### src/rtl/serial_parity_rx.sv
// serial_parity_rx: receive end of the serial parity link.
// Deserialises DATA_W data bits (LSB first) plus one parity bit. It checks
// the parity and presents the word with an error flag on a valid/ready
// output register. The output register applies backpressure to the line
// only while the parity bit of the next frame is waiting.
// Optional feature: define PAR_ERR_CNT_EN to add a saturating 16-bit count
// of frames that loaded the output register with a parity error.
module serial_parity_rx #(
  parameter int DATA_W     = 8,
  parameter int ODD_PARITY = 0
) (
  input  logic              clk,
  input  logic              rst,
  input  logic              rx_valid,
  input  logic              rx_start,
  input  logic              rx_bit,
  output logic              rx_ready,
  output logic              out_valid,
  input  logic              out_ready,
  output logic [DATA_W-1:0] out_data,
  output logic              out_par_err,
  output logic              frame_abort,
  output logic              busy
`ifdef PAR_ERR_CNT_EN
  ,
  output logic [15:0]       err_count
`endif
);

  localparam int                CNT_W    = $clog2(DATA_W + 1);
  localparam logic [CNT_W-1:0]  CNT_LAST = CNT_W'(DATA_W);
  localparam logic [CNT_W-1:0]  CNT_ONE  = CNT_W'(1);
  localparam logic              ODD_BIT  = (ODD_PARITY != 0);

  typedef enum logic [1:0] {
    S_IDLE,
    S_DATA,
    S_PARITY
  } state_t;

  // A one-bit frame goes straight from its first data bit to the parity bit.
  localparam state_t FIRST_ST = (DATA_W == 1) ? S_PARITY : S_DATA;

  state_t             state_q, state_d;
  logic [CNT_W-1:0]   cnt_q, cnt_d;
  logic               par_q, par_d;
  logic [DATA_W-1:0]  shreg_q, shreg_d;
  logic               out_valid_q, out_valid_d;
  logic [DATA_W-1:0]  out_data_q, out_data_d;
  logic               out_err_q, out_err_d;
  logic               abort_q, abort_d;
  logic               accept;
  logic               load;
  logic               load_err;

  // The line stalls only when a finished frame would overwrite an untaken word.
  assign rx_ready    = !((state_q == S_PARITY) && out_valid_q && !out_ready);
  assign accept      = rx_valid && rx_ready;
  assign busy        = (state_q != S_IDLE);
  assign out_valid   = out_valid_q;
  assign out_data    = out_data_q;
  assign out_par_err = out_err_q;
  assign frame_abort = abort_q;

  // Frame sequencing: collect data bits, track running parity, detect restarts.
  always_comb begin
    state_d  = state_q;
    cnt_d    = cnt_q;
    par_d    = par_q;
    shreg_d  = shreg_q;
    abort_d  = 1'b0;
    load     = 1'b0;
    load_err = par_q ^ rx_bit ^ ODD_BIT;
    if (accept) begin
      if (rx_start) begin
        // A start bit always opens a fresh frame; any partial frame is dropped.
        abort_d    = (state_q != S_IDLE);
        shreg_d    = '0;
        shreg_d[0] = rx_bit;
        par_d      = rx_bit;
        cnt_d      = CNT_ONE;
        state_d    = FIRST_ST;
      end else begin
        case (state_q)
          S_DATA: begin
            for (int i = 0; i < DATA_W; i++) begin
              if (cnt_q == CNT_W'(i)) shreg_d[i] = rx_bit;
            end
            par_d = par_q ^ rx_bit;
            cnt_d = cnt_q + CNT_ONE;
            if (cnt_d == CNT_LAST) state_d = S_PARITY;
          end
          S_PARITY: begin
            load    = 1'b1;
            cnt_d   = '0;
            par_d   = 1'b0;
            state_d = S_IDLE;
          end
          default: begin
            // Bits outside a frame are dropped silently.
          end
        endcase
      end
    end
  end

  // Output register: a new load wins over the consumer's take in the same cycle.
  always_comb begin
    out_valid_d = out_valid_q;
    out_data_d  = out_data_q;
    out_err_d   = out_err_q;
    if (load) begin
      out_valid_d = 1'b1;
      out_data_d  = shreg_q;
      out_err_d   = load_err;
    end else if (out_valid_q && out_ready) begin
      out_valid_d = 1'b0;
    end
  end

  // Control and output state registers.
  always_ff @(posedge clk) begin
    if (rst) begin
      state_q     <= S_IDLE;
      cnt_q       <= '0;
      par_q       <= 1'b0;
      out_valid_q <= 1'b0;
      out_data_q  <= '0;
      out_err_q   <= 1'b0;
      abort_q     <= 1'b0;
    end else begin
      state_q     <= state_d;
      cnt_q       <= cnt_d;
      par_q       <= par_d;
      out_valid_q <= out_valid_d;
      out_data_q  <= out_data_d;
      out_err_q   <= out_err_d;
      abort_q     <= abort_d;
    end
  end

  // Shift register holds only in-flight data bits; a reset leaves it stale but unused.
  always_ff @(posedge clk) begin
    shreg_q <= shreg_d;
  end

`ifdef PAR_ERR_CNT_EN
  logic [15:0] err_cnt_q, err_cnt_d;

  function automatic logic [15:0] sat_inc16(input logic [15:0] v);
    return (v == 16'hFFFF) ? v : v + 16'd1;
  endfunction

  assign err_count = err_cnt_q;

  // Count only frames that actually reach the output register with bad parity.
  always_comb begin
    err_cnt_d = err_cnt_q;
    if (load && load_err) err_cnt_d = sat_inc16(err_cnt_q);
  end

  // Error counter register.
  always_ff @(posedge clk) begin
    if (rst) err_cnt_q <= 16'd0;
    else     err_cnt_q <= err_cnt_d;
  end
`endif

endmodule

### config.mk
export PLATFORM = sky130hd
export DESIGN_NAME = serial_parity_rx
export DESIGN_NICKNAME = d
export VERILOG_FILES = /design/src/rtl/serial_parity_rx.sv
export SDC_FILE = /design/constraint.sdc
export NUM_CORES = 1
export LEC_CHECK = 0
export CORE_MARGIN = 1
export CORE_UTILIZATION = 30
export CTS_CLUSTER_SIZE = 24
export DETAILED_ROUTE_END_ITERATION = 12
export GPL_TIMING_DRIVEN = 1
export SETUP_SLACK_MARGIN = 0.1
export SYNTH_ARGS = -nofsm -noshare
export SYNTH_HDL_FRONTEND = slang
export SYNTH_SLANG_ARGS = --single-unit
### constraint.sdc
create_clock -name clk -period 2.05 [get_ports clk]
set_input_delay 0.3075 -clock clk [delete_from_list [all_inputs] [get_ports clk]]
set_output_delay 0.3075 -clock clk [all_outputs]
set_load 0.02 [all_outputs]
**Word level (Yosys, flattened, before mapping)**

Cells that the tools add are included.

- Flip-flop bits (word level): 26
- Input port bits: 6
- Word-level logic and storage cells: 82

- Bitwise gates (word level): 3
- $add $sub $neg: 1
- Equality and inequality tests: 11
- Multiplexer cells: 22
- Reductions and logical operators: 30

Operator list:

| cell | count |
|---|---|
| AND reduction 3 bit | 9 |
| nonzero test 2 bit | 11 |
| equality test 4 x 3 -> 1 bit (second input constant) | 4 |
| two-way mux 1 bit | 15 |
| equality test 4 x 2 -> 1 bit (second input constant) | 2 |
| two-way mux 8 bit | 1 |
| case mux 4 bit (2 select lines) | 1 |
| adder 4 x 1 -> 4 bit (second input constant) | 1 |
| equality test 4 x 1 -> 1 bit (second input constant) | 1 |
| equality test 4 bit (second input constant) | 1 |
| logical AND 1 bit | 4 |
| zero test 4 bit | 1 |
| two-way mux 2 bit | 2 |
| two-way mux 4 bit | 1 |
| case mux 2 bit (2 select lines) | 1 |
| inequality test 3 bit (second input constant) | 1 |
| nonzero test 3 bit | 1 |
| OR reduction 3 bit | 1 |
| equality test 2 x 1 -> 1 bit (second input constant) | 1 |
| equality test 2 bit (second input constant) | 1 |
| zero test 1 bit | 2 |
| NOT 1 bit | 2 |
| case mux 1 bit (2 select lines) | 1 |
| AND reduction 2 bit | 1 |
| bitwise XOR 1 bit | 1 |

**Depth between registers and ports, before layout**

- Depth in word-level cells: 7
- Gate-level depth with buffers: 6
- Gate-level depth less buffers: 5

**Least setup slack after synthesis**

OpenSTA, ideal clock, no wires.

- Path type: register to register
- Start: register out_valid_q (netlist: out_valid)
- End: register shreg_q[0], enable pin
- Stages on the path, launching flop included: 5
- Data arrival time: 1.335 ns
- Path slack: 0.459 ns
- Data required time: 1.793 ns
- Path through: dfxtp_1 > nand4bb_1 > nand3_1 > clkbuf_1 > nand2_1

- Longest elaborated chain between the ends: 5

Ends and longest elaborated chain:

| what | RTL line | text |
|---|---|---|
| start, declared | 48 | `logic out_valid_q, out_valid_d;` |
| start signal, assigned | 135 | `out_valid_q <= out_valid_d;` |
| logical AND 1 bit (2 in a row) | 57 | `assign rx_ready = !((state_q == S_PARITY) && out_valid_q && !out_ready);` |
| zero test 1 bit | 57 |  |
| named net rx_ready | 17 | `output logic rx_ready,` |
| logical AND 1 bit | 58 | `assign accept = rx_valid && rx_ready;` |
| AND reduction 3 bit (no source line) | n/a |  |
| end signal, assigned | 144 | `shreg_q <= shreg_d;` |
| end, declared | 47 | `logic [DATA_W-1:0] shreg_q, shreg_d;` |

The timed path passes the listed nets, and every way through them passes these cells.
A chain may end at the register's enable or synchronous reset.

**Worst setup path after layout**

- Start: register state_q[0]
- End: output busy

- Longest elaborated chain between the ends: 1

Ends and longest elaborated chain:

| what | RTL line | text |
|---|---|---|
| start, declared | 44 | `state_t state_q, state_d;` |
| start signal, assigned | 132 | `state_q <= state_d;` |
| nonzero test 2 bit | 59 | `assign busy = (state_q != S_IDLE);` |
| end, declared | 23 | `output logic busy` |

No other way between the ends.

==> metrics.txt <==
outcome=complete, no violations; top post-synthesis cells by count=19 x nand2_1, 18 x dfxtp_1, 11 x nor2_1; gr usage total=0.120; CP arrival=between 1.5 and 2 ns; Max FO, Critical Path=8; Hold Path Class=register to register; data required time of the worst path=between 1.5 and 2 ns; row count=22; # Post-CTS Setup Buffers=0; CP endpoint kind=primary output; Post-Route WL=between 2 and 2.5 mm; synth unique cells=41; Post-synth EDFFs=8; die area=~0.0043 sq mm; CTS sink cnt=26; vias in the first global route=908; Slew HR=0.704; area delta synth->final=24.6%; GR Overflow Total=0; setup ws final=0.217 ns; global-route wire length before repair=slightly below 4 mm; Final Max Tran Viols=0; max_cap viols=0; Final Cycle Share=0.894; most frequent cell after synthesis=nand2_1; Via density=roughly 4.8; DRT Pass-1 Iters=4; final non-filler cell total=about 190; CTS tree=yes; ys flop type=dfxtp_1; clock skew=0.00627 ns; total negative setup slack=0 ns; Die Ht=around 66 microns; clock transition at the registers of the reported paths=roughly 0.09 ns; VDD IR max=0.232 mV; DP Cell Count=roughly 190; largest net degree at the start of global routing=18; worst slew pin tran=~0.44 ns; initial antenna violation count=0; cts hold-fix bufs=0; minimum clock period=~1.8 ns; max frequency=around 0.55 GHz; drt drc=0; cell count after synthesis=roughly 120; crit path kind=register to primary output; cell area after synthesis=0.00121 sq mm; post-route ant nets=0; share of cells above drive strength 1=0.0833; CTS Root Cell=clkbuf_8; Pwr Density=between 600 and 700 mW/mm^2; Clock Tree Buf Depth=2; pre-CTS WS=0.107 ns; dominant cells by area after synthesis=dfxtp_1 30%, edfxtp_1 20%, mux2i_1 7.4%; CP Launch Type=register; sequential share of the synthesized area=0.495; Final GP Congestion=0.803; Leak=~0.65 nW; H-tree depth=1; WL/cell=11.5 microns; ys async rst share=0; antenna cells=0; Final Setup Violations=0; unrepaired setup endpoints after global routing=false; core area=about 0.0038 sq mm; post-synth net total=around 130; Synth top area share=0.297; fin nets=around 160; worst skew pair latency=~0.26 ns; I/O pin count=19; Iteration-0 DRC Markers=21; die width=about 66 microns; initial core utilization=0.321; Fin. Hold Viols=0; IO Port Bufs=18; synth warn=0; total CTS buffers=3; Fillers=365; mean post-synth cell area=between 9 and 10 sq um; Synth Register Bits=26; detailed-route via count=a little over 900; Final HPWL DP=between 1.5 and 2 mm; Synth area leader=dfxtp_1
-- cell type report --
cell class / instances / area, sq um / share of cell area
multi-input combinational: 84 / 547 / 0.362
sequential: 26 / 602 / 0.399
timing repair buffer: 24 / 224 / 0.148
clock buffer: 4 / 55.1 / 0.0365
tap: 48 / 60.1 / 0.0398
inverter: 6 / 22.5 / 0.0149
-- timing repair --
action / 4_1_cts / 5_1_grt
setup endpoints to repair: 1 / 0
endpoints found under the hold margin: 0 / 0
resized for setup: 2 / 0
-- power breakdown --
group | internal (mW) | switching (mW) | total [mW]
sequential | 0.545 | 0.00819 | 0.553
combinational | 0.0340 | 0.0435 | 0.0775
clock | 0.171 | 0.154 | 0.325
-- through the flow --
| step | instance area [sq um] | utilization | power, mW | hold WS [ns] |
|---|---|---|---|---|
| after floorplan | 1210 | - | 0.613 | 0.406 |
| after global placement | 1460 | 0.386 | 0.641 | 0.461 |
| after detailed placement | 1460 | 0.386 | 0.642 | 0.464 |
| after CTS | 1510 | 0.400 | 0.966 | 0.487 |
| after global routing | 1510 | 0.400 | 0.999 | 0.527 |
| final | 1510 | 0.400 | 0.956 | 0.484 |
-- per-layer routing --
layer	part of all wire	vias up	global-route usage
li1	-	477	-
met1	0.47	429	0.141
met2	0.50	14	0.207
met3	0.028	2	0.0260
met4	0.0063	0	0.0489
met5	0	-	0
-- flip-flops by register name, indices dropped and copies added (netlist names) --
| register | flops |
|---|---|
| frame_abort | 1 |
| out_valid | 1 |
| par_q | 1 |
| shreg_q | 8 |
| cnt_q | 4 |
| out_data | 8 |
| out_par_err | 1 |
| state_q | 2 |
-- layout by cell type, fill, tap and decap left out, types with 2 or more instances in the layout --
master / instances
ha_1: 4
mux2i_1: 9
buf_4: 6
a21oi_1: 4
nand2_1: 19
nor2_1: 11
nor3_1: 2
or3_1: 2
edfxtp_1: 8
clkbuf_8: 4
nand2b_1: 2
dfxtp_1: 17
nand3_1: 3
o31ai_1: 2
clkdlybuf4s50_1: 17
o211ai_1: 2
inv_1: 6
nor2b_1: 3
-- critical path: stages (launching register included) --
cell             delay [ns]
dfxtp_1                0.37
buf_4                  0.17
nor2_1                 0.07
inv_1                  0.06
clkdlybuf4s50_1        0.59
-- final timing paths --
kind	from	cells after the start	slack (ns)	end
max	state_q[0]$_SDFFE_PP0P_	4	0.22	busy
min	shreg_q[6]$_SDFFCE_PP0P_	2	0.48	out_data[6]$_SDFFE_PP0P_
max reg2reg	cnt_q[0]$_SDFFE_PP0P_	5	0.39	state_q[1]$_SDFFE_PP0P_
min reg2reg	shreg_q[6]$_SDFFCE_PP0P_	2	0.48	out_data[6]$_SDFFE_PP0P_
-- cell families (layout without fill, tap and decap cells) --
kind of cell             after synthesis  in the layout  share of synthesized area
AO/OA/AOI/OAI                         17             17                      0.102
adder cells (fa/ha/maj)                4              4                     0.0413
buffers and inverters                 13             34                     0.0537
flip-flops                            26             26                      0.495
multiplexers                           9              9                     0.0743
AND/OR/NAND/NOR                       52             52                      0.219
XOR/XNOR                               2              2                     0.0145
No activity file was read; power rests on OpenSTA's default activity.
